==> config.mk <==
export PLATFORM = sky130hd
export DESIGN_NAME = ifu_fetch
export DESIGN_NICKNAME = d
export VERILOG_FILES = /design/src/rtl/ifu_fetch.sv
export SDC_FILE = /design/constraint.sdc
export NUM_CORES = 1
export LEC_CHECK = 0
export ABC_AREA = 0
export CAP_MARGIN = 10
export CORE_MARGIN = 2
export CORE_UTILIZATION = 45
export CTS_CLUSTER_SIZE = 28
export DETAILED_ROUTE_END_ITERATION = 8
export GPL_TIMING_DRIVEN = 0
export PLACE_DENSITY = 0.84
export SLEW_MARGIN = 10
export SYNTH_ARGS = -nofsm -noshare
export SYNTH_HDL_FRONTEND = slang
export SYNTH_SLANG_ARGS = --single-unit
==> constraint.sdc <==
create_clock -name clk -period 3.4 [get_ports clk]
set_input_delay 0.68 -clock clk [delete_from_list [all_inputs] [get_ports clk]]
set_output_delay 0.68 -clock clk [all_outputs]
set_load 0.03 [all_outputs]
==> src/rtl/ifu_fetch.sv <==
// ifu_fetch: single-outstanding instruction fetch unit.
// Holds the PC, issues word fetches over a valid/ready request channel and
// presents each returned instruction with its PC to decode. A redirect
// replaces the PC and discards whatever fetch is still in flight.
module ifu_fetch #(
  parameter logic [31:0] RESET_PC = 32'h8000_0000
) (
  input  logic        clk,
  input  logic        rst,
  // instruction memory request channel
  output logic        req_valid,
  input  logic        req_ready,
  output logic [31:0] req_addr,
  // instruction memory response channel
  input  logic        rsp_valid,
  input  logic [31:0] rsp_data,
  // decode-side instruction channel
  output logic        inst_valid,
  input  logic        inst_ready,
  output logic [31:0] inst,
  output logic [31:0] inst_pc,
  // control-flow redirect
  input  logic        redirect_valid,
  input  logic [31:0] redirect_pc
);

  localparam int unsigned XLEN = 32;

  typedef enum logic [1:0] {
    ST_REQ  = 2'd0,
    ST_WAIT = 2'd1,
    ST_HOLD = 2'd2
  } state_t;

  state_t            state;
  logic [XLEN-1:0]   pc;
  logic [XLEN-1:0]   inst_buf;
  logic [XLEN-1:0]   inst_pc_buf;
  logic              kill;
  logic [XLEN-1:0]   redirect_pc_aligned;

  // Redirect targets are forced to word alignment.
  assign redirect_pc_aligned = redirect_pc & ~XLEN'(3);

  // Handshake outputs decode only from state registers and rst.
  assign req_valid  = (state == ST_REQ)  && !rst;
  assign inst_valid = (state == ST_HOLD) && !rst;
  assign req_addr   = pc;
  assign inst       = inst_buf;
  assign inst_pc    = inst_pc_buf;

  // Fetch FSM: PC sequencing, response capture and in-flight kill tracking.
  always_ff @(posedge clk) begin
    if (rst) begin
      state       <= ST_REQ;
      pc          <= RESET_PC;
      kill        <= 1'b0;
      inst_buf    <= '0;
      inst_pc_buf <= '0;
    end else begin
      case (state)
        ST_REQ: begin
          if (redirect_valid) begin
            pc <= redirect_pc_aligned;
          end
          if (req_ready) begin
            // The old-address request is already accepted; its response must be dropped.
            state <= ST_WAIT;
            kill  <= redirect_valid;
          end
        end

        ST_WAIT: begin
          if (redirect_valid) begin
            pc <= redirect_pc_aligned;
          end
          if (rsp_valid) begin
            if (kill || redirect_valid) begin
              kill  <= 1'b0;
              state <= ST_REQ;
            end else begin
              inst_buf    <= rsp_data;
              inst_pc_buf <= pc;
              state       <= ST_HOLD;
            end
          end else if (redirect_valid) begin
            kill <= 1'b1;
          end
        end

        ST_HOLD: begin
          if (redirect_valid) begin
            pc    <= redirect_pc_aligned;
            state <= ST_REQ;
          end else if (inst_ready) begin
            pc    <= pc + XLEN'(4);
            state <= ST_REQ;
          end
        end

        default: begin
          state <= ST_REQ;
        end
      endcase
    end
  end

  // A response is only legal while a request is outstanding.
  rsp_only_in_wait: assert property (
    @(posedge clk) disable iff (rst) !(rsp_valid && (state != ST_WAIT))
  );

endmodule
==> impl_results.md, run 1 <==
- Outcome: complete, no violations
- Final Slew Violations: 0
- Vias in the first global route: 4963
- Non-filler cells, final: 907
- Die area: about 11000 um^2
- Number of synthesized flops with an enable pin: 0
- Clock skew: between 0.007 and 0.008 ns
- DRT antenna net count: 0
- Post-synthesis cell count: ~600
- DRT Pass-1 Iters: 6
- Rows: 36
- Clock tree buffer depth: 2
- Synth top area share: a little over two fifths
- Unique masters post-synth: between 50 and 60
- CTS tree: yes
- WP buf/inv: 5
- # Post-CTS Setup Buffers: 0
- Global-route wire length before repair: between 20000 and 30000 um
- Final Util: about two thirds
- CP Launch Type: input pin
- Synthesis-to-finish area growth: 44.3%
- Worst EP required: roughly 2.7 ns
- Vias: around 5200
- Least-Margin Pin Slew: 0.745 ns
- Sum of negative setup slack: 0 ns
- Top_reg_cell synth: dfxtp_1
- Gr usage total: between 20 and 30%
- DRC viols: 0
- Max Used Layer: met4
- Relative slew margins: 49.9%
- Worst skew pair latency: 0.37 ns
- Metal3 WL: between 1000 and 1500 um
- Met2 wire length: roughly 7500 um
- Ratio of cells with drive above 1 in the final layout: ~4.8%
- Placer Congestion: about 0.94
- Placed cell areas: 6300 um^2
- Yosys warnings: 0
- Syn_area_per_cell: about 7.6 um^2
- Setup WS pre-CTS: -0.559 ns
- CTS root buf: clkbuf_8
- Initial Utilization: a little under half
- Critical path class: in -> out
- Antenna Cells: 0
- Crit path DAT: about 2.7 ns
- Metal-1 WL: ~6300 um
- RSZ-0062 raised after global routing: no
- Final Critical Period: approximately 3.4 ns
- Ports: 168
- Placeable Area: just under 10000 um^2
- Synthesized area: around 4500 um^2
- Max_cap viols: 0
- Detail Placement HPWL: ~12000 um
- #FFs+latches synth: between 90 and 100
- Crit-path max cell delay: around 0.7 ns
- Power Density: ~370 nW/um^2
- Worst path cell trace: clkdlybuf4s50_1, clkbuf_2, clkbuf_4, clkbuf_4, nor3_1, clkdlybuf4s50_1
- Final Hold Fails: 0
- GRT overflow: 0
- Reg-to-reg slack, setup: 0.90 ns
- Cts hold-fix bufs: 0
- CTS clk-pin slew, worst paths: ~0.09 ns
- DR WL/cell: approximately 17 um
- Largest net degree at the start of global routing: 16
- Largest area contributor in the netlist: dfxtp_1
- Placed cell count: a little under 900
- I/O Buffers: 161
- VDD IR-drop max: around 0.17 mV
- Crit share post-route: 99.0%
- Routed vias/inst: between 5 and 6
- Setup ws final: 0.0328 ns
- Die Width: approximately 100 um
- Pleak: 0.00216 uW
- Critical Path End Type: output pin
- Slowest stage cell, crit path: clkdlybuf4s50_1
- Top cells by area, synth: dfxtp_1, nand2_1, a21oi_1, clkbuf_1, nand4_1
- Initial antenna violation count: 0
- CTS buffer count: 9
- Final WL: about 16000 um
- # nets final: around 840
- HP Class: reg -> reg
- Die H: between 100 and 150 um
- Number of DRC markers in iteration 0: between 500 and 600
- Dominant cell by count in the synthesized netlist: nand2_1
- Final setup viols: 0
- Fmax: 297 MHz
- Async S/R FF share, synth: 0%
- Clk sinks: 95
- H-tree lvl count: 3
- Post-route cell area: between 6000 and 7000 um^2
- Top delay family on crit path: buffers and inverters
- Top cells by count, synth: nand2_1, dfxtp_1, a21oi_1
- Critical Path Fanout Max: 10
- Sequential area share after synthesis: 42.2%
area by class of cell:
class / instances / area [um^2]
fill: 843 / 3220
multi-input combinational: 443 / 2370
sequential: 95 / 1900
timing repair buffer: 161 / 1610
buffer: 51 / 221
tap: 133 / 166
clock buffer: 11 / 141
clock inverter: 4 / 55.1
inverter: 9 / 33.8
flip-flops by register name (all words and copies together) (netlist names):
signal and flops:
inst 32, inst_pc 30, state 2, req_addr 30
kill 1
metal layers:
layer  up-vias  global-route usage, %
li1       2455                      -
met1      2424                   36.3
met2       307                   47.5
met3        50                   5.58
met4         0                   12.5
met5         -                      0
per-stage QoR:
step | total power (uW) | hold WS [ns]
after global routing | 2470 | 0.482
after detailed placement | 1630 | 0.445
after global placement | 1630 | 0.442
after CTS | 2390 | 0.459
final | 2400 | 0.458
after floorplan | 1420 | 0.469
layout by cell type (no fill, tap or decap), types with 10 or more instances in the layout:
master,count
nand2_1,153
clkbuf_1,40
nand4_1,25
nor2_1,28
nand3_1,10
clkbuf_8,10
a21oi_1,81
nor3_1,12
dfxtp_1,95
clkdlybuf4s50_1,161
o21ai_0,12
what timing repair did:
item / in CTS / in global routing
gates resized for setup: 5 / 2
endpoints found under the hold margin: 0 / 0
setup endpoints to repair: 2 / 2
power breakdown:
group	total (uW)	switching (uW)	internal [uW]	leakage, uW
Combinational	414	226	188	0.00129
Clock	779	418	361	0.0000960
Sequential	1200	53.3	1150	0.000773
worst min-delay path, cell delays in order (launching register included):
cell and delay (ns):
dfxtp_1 0.32, nand2_1 0.05, a21oi_1 0.05
logic make-up (layout without fill, tap and decap cells):
group           count (synthesis)  after routing  share of synthesized area (%)
simple gates                  278            278                           29.6
compound gates                156            156                           21.6
flops                          95             95                           42.2
buf+inv                        60            236                           5.44
mux                             4              4                          0.916
fa+ha+maj                       1              1                          0.277
other cells                     1              4                         0.0832
final timing paths:
| path | start | to | depth (start not counted) |
|---|---|---|---|
| max reg2reg | state[0] | req_addr[2] | 7 |
| min reg2reg | inst_pc[2] | inst_pc[2] | 2 |
| min | inst_pc[2] | inst_pc[2] | 2 |
| max | rst | req_valid | 6 |
(Power assumes the default switching activity.)
==> run 2, diff against run 1 <==
--- a/config.mk
+++ b/config.mk
@@ -13,7 +13,6 @@
 export DETAILED_ROUTE_END_ITERATION = 8
 export GPL_TIMING_DRIVEN = 0
 export PLACE_DENSITY = 0.84
-export SLEW_MARGIN = 10
 export SYNTH_ARGS = -nofsm -noshare
 export SYNTH_HDL_FRONTEND = slang
 export SYNTH_SLANG_ARGS = --single-unit
==> results of run 2 <==
Final layout, timing and power as in run 1 (identical DEF).
==> run 3, diff against run 2 <==
--- a/config.mk
+++ b/config.mk
@@ -9,6 +9,7 @@
 export CAP_MARGIN = 10
 export CORE_MARGIN = 2
 export CORE_UTILIZATION = 45
+export CTS_BUF_LIST = sky130_fd_sc_hd__clkbuf_8
 export CTS_CLUSTER_SIZE = 28
 export DETAILED_ROUTE_END_ITERATION = 8
 export GPL_TIMING_DRIVEN = 0
==> run 3 against run 2 <==
  * Power shrank 0.13%
  * Clock skew is essentially flat
  * Worst setup slack is essentially flat
  * First-iteration DRC count is the same
  * Sequential power is essentially flat
  * Sequential share of layout area is the same
  * Flip-flop and latch count is the same
  * Count of clock-buffer cells in the layout shrank 1
  * Combinational power is essentially flat
  * Non-clock buffer count is the same
==> impl_results.md, run 3 (synthesized netlist as in run 1, its figures left out) <==
- # Post-CTS Setup Buffers: 0 (unchanged)
- Crit-path max cell delay: 0.69 ns (about the same)
- Initial Utilization: 46.3% (unchanged)
- Critical path class: in -> out
- Vias in the first global route: 4963 (unchanged)
- Worst path cell trace: clkdlybuf4s50_1, clkbuf_2, clkbuf_4, clkbuf_4, nor3_1, clkdlybuf4s50_1
- Die Width: 104 um (unchanged)
- Worst Hold Depth: 2 (unchanged)
- Placeable Area: 9730 um^2 (unchanged)
- Crit share post-route: 99.0% (about the same)
- Max_cap viols: 0 (unchanged)
- Initial antenna violation count: 0 (unchanged)
- Cell count along the critical path: 6 (unchanged)
- GRT overflow: 0 (unchanged)
- DRT antenna net count: 0 (unchanged)
- Clock skew: 0.00769 ns (+0.00000714 ns)
- Largest net degree at the start of global routing: 16 (unchanged)
- Clock tree buffer depth: 2 (unchanged)
- DRC viols: 0 (unchanged)
- DRT Pass-1 Iters: 6 (unchanged)
- Largest register FFs: 32 (unchanged)
- Worst EP required: 2.72 ns (about the same)
- Antenna Cells: 0 (unchanged)
- Commonest cells after routing, fill and taps aside: clkdlybuf4s50_1, nand2_1, dfxtp_1, a21oi_1, clkbuf_1
- Crit path DAT: 2.69 ns (about the same)
- Final Critical Period: 3.37 ns (+0.000300 ns)
- Critical Path Fanout Max: 10 (unchanged)
- Ports: 168 (unchanged)
- Die area: 10800 um^2 (unchanged)
- Least-Margin Pin Slew: 0.737 ns (-0.00782 ns)
- Final WL: 15900 um (about the same)
- Die H: 104 um (unchanged)
- CTS buffer count: 9 (unchanged)
- Vias: 5244 (+0.15%)
- Number of DRC markers in iteration 0: 523 (unchanged)
- Outcome: complete, no violations
- Placer Congestion: 0.944 (unchanged)
- Global-route wire length before repair: 25100 um (unchanged)
- H-tree lvl count: 3 (unchanged)
- Hold WS: 0.458 ns (unchanged)
- Clk sinks: 95 (unchanged)
- Commonest non-fill, non-tap cell in the layout: clkdlybuf4s50_1
- DR WL/cell: 17.5 um (about the same)
- Sum of negative setup slack: 0 ns (unchanged)
- Top delay family on crit path: buffers and inverters
- Hold Startpoint: inst_pc[2]
- VDD IR-drop max: 0.173 mV (about the same)
- CTS root buf: clkbuf_8
- Critical Path End Type: output pin
- Relative slew margins: 50.4% (+0.53 points)
- Ratio of cells with drive above 1 in the final layout: 4.78% (unchanged)
- Worst skew pair latency: 0.37 ns (about the same)
- Reg-to-reg slack, setup: 0.90 ns (about the same)
- # nets final: 841 (unchanged)
- CTS tree: yes
- Reg-to-Reg Start: state[0]
- Gr usage total: 28.7% (unchanged)
- Detail Placement HPWL: 11600 um (unchanged)
- WP buf/inv: 5 (unchanged)
- Rows: 36 (unchanged)
- HP Class: reg -> reg
- CTS clk-pin slew, worst paths: 0.09 ns (about the same)
- Fmax: 297 MHz (about the same)
- I/O Buffers: 161 (unchanged)
- Final Hold Fails: 0 (unchanged)
- Min-Delay Endpoint: inst_pc[2]
- Final setup viols: 0 (unchanged)
- Worst Reg-to-Reg Cells: 7 (unchanged)
- Synthesis-to-finish area growth: 44.3% (unchanged)
- RR Endpoint: req_addr[2]
- Pleak: 0.00216 uW (+0.19%)
- Final Slew Violations: 0 (unchanged)
- Routed vias/inst: 5.78 (+0.15%)
- CP Launch Type: input pin
- RSZ-0062 raised after global routing: no
- Slowest stage cell, crit path: clkdlybuf4s50_1
- Power Density: 368 nW/um^2 (-0.13%)
[run 3: cell count changes in the layout (fill, tap and decap cells not counted)]
cell	previous run	this run
clkbuf_1	40	39
inv_1	8	9
[run 3: report_power, final]
part           internal, uW  total, uW  switching (uW)
logic                   188        415             226
clock network           358        776             418
registers              1150       1200            53.3
[run 3: worst max path at each step]
stage               startpoint          to  slack, ns
detailed placement         rst   req_valid      -0.56
finish                     rst   req_valid       0.03
global placement           rst   req_valid      -0.64
CTS                        rst   req_valid     0.0009
floorplan                  rst  inst_valid       0.79
global route               rst  inst_valid       0.01
[run 3: per-layer routing]
layer	track usage, %	vias to the layer above	routed length [um]
li1	-	2455	-
met1	36.3	2431	6400
met2	47.5	304	7540
met3	5.58	54	1330
met4	12.5	0	581
met5	0	-	0
[run 3: cell type report]
class	instances	area, um^2
fillers	843	3220
multi-input cells	443	2370
flip-flops and latches	95	1900
repair buffers	161	1610
plain buffers	51	221
well taps	133	166
clock buffers	10	138
clock inverters	5	58.8
inverters	9	33.8
[run 3: stage by stage]
step | cells | utilization (%) | cell area (um^2) | setup WS, ns | power (uW)
2_1_floorplan | 598 | - | 4520 | 0.794 | 1420
3_3_place_gp | 892 | 64.7 | 6300 | -0.639 | 1630
3_5_place_dp | 892 | 64.7 | 6300 | -0.559 | 1630
4_1_cts | 907 | 66.8 | 6500 | 0.000855 | 2380
5_1_grt | 907 | 66.9 | 6500 | 0.0110 | 2470
6_report | 907 | 66.9 | 6500 | 0.0325 | 2390
[run 3: worst reg2reg max path: stages, from the launching register on]
cell and delay, ns:
dfxtp_1 0.32, clkbuf_1 0.29, or3b_2 0.19, clkbuf_1 0.25
clkbuf_1 0.48, clkbuf_1 0.50, a21oi_1 0.15, a211oi_1 0.25
[run 3: what timing repair did]
item	in CTS	in global routing
setup endpoints to repair	2	2
hold buffers	0	0
resized for setup	5	2
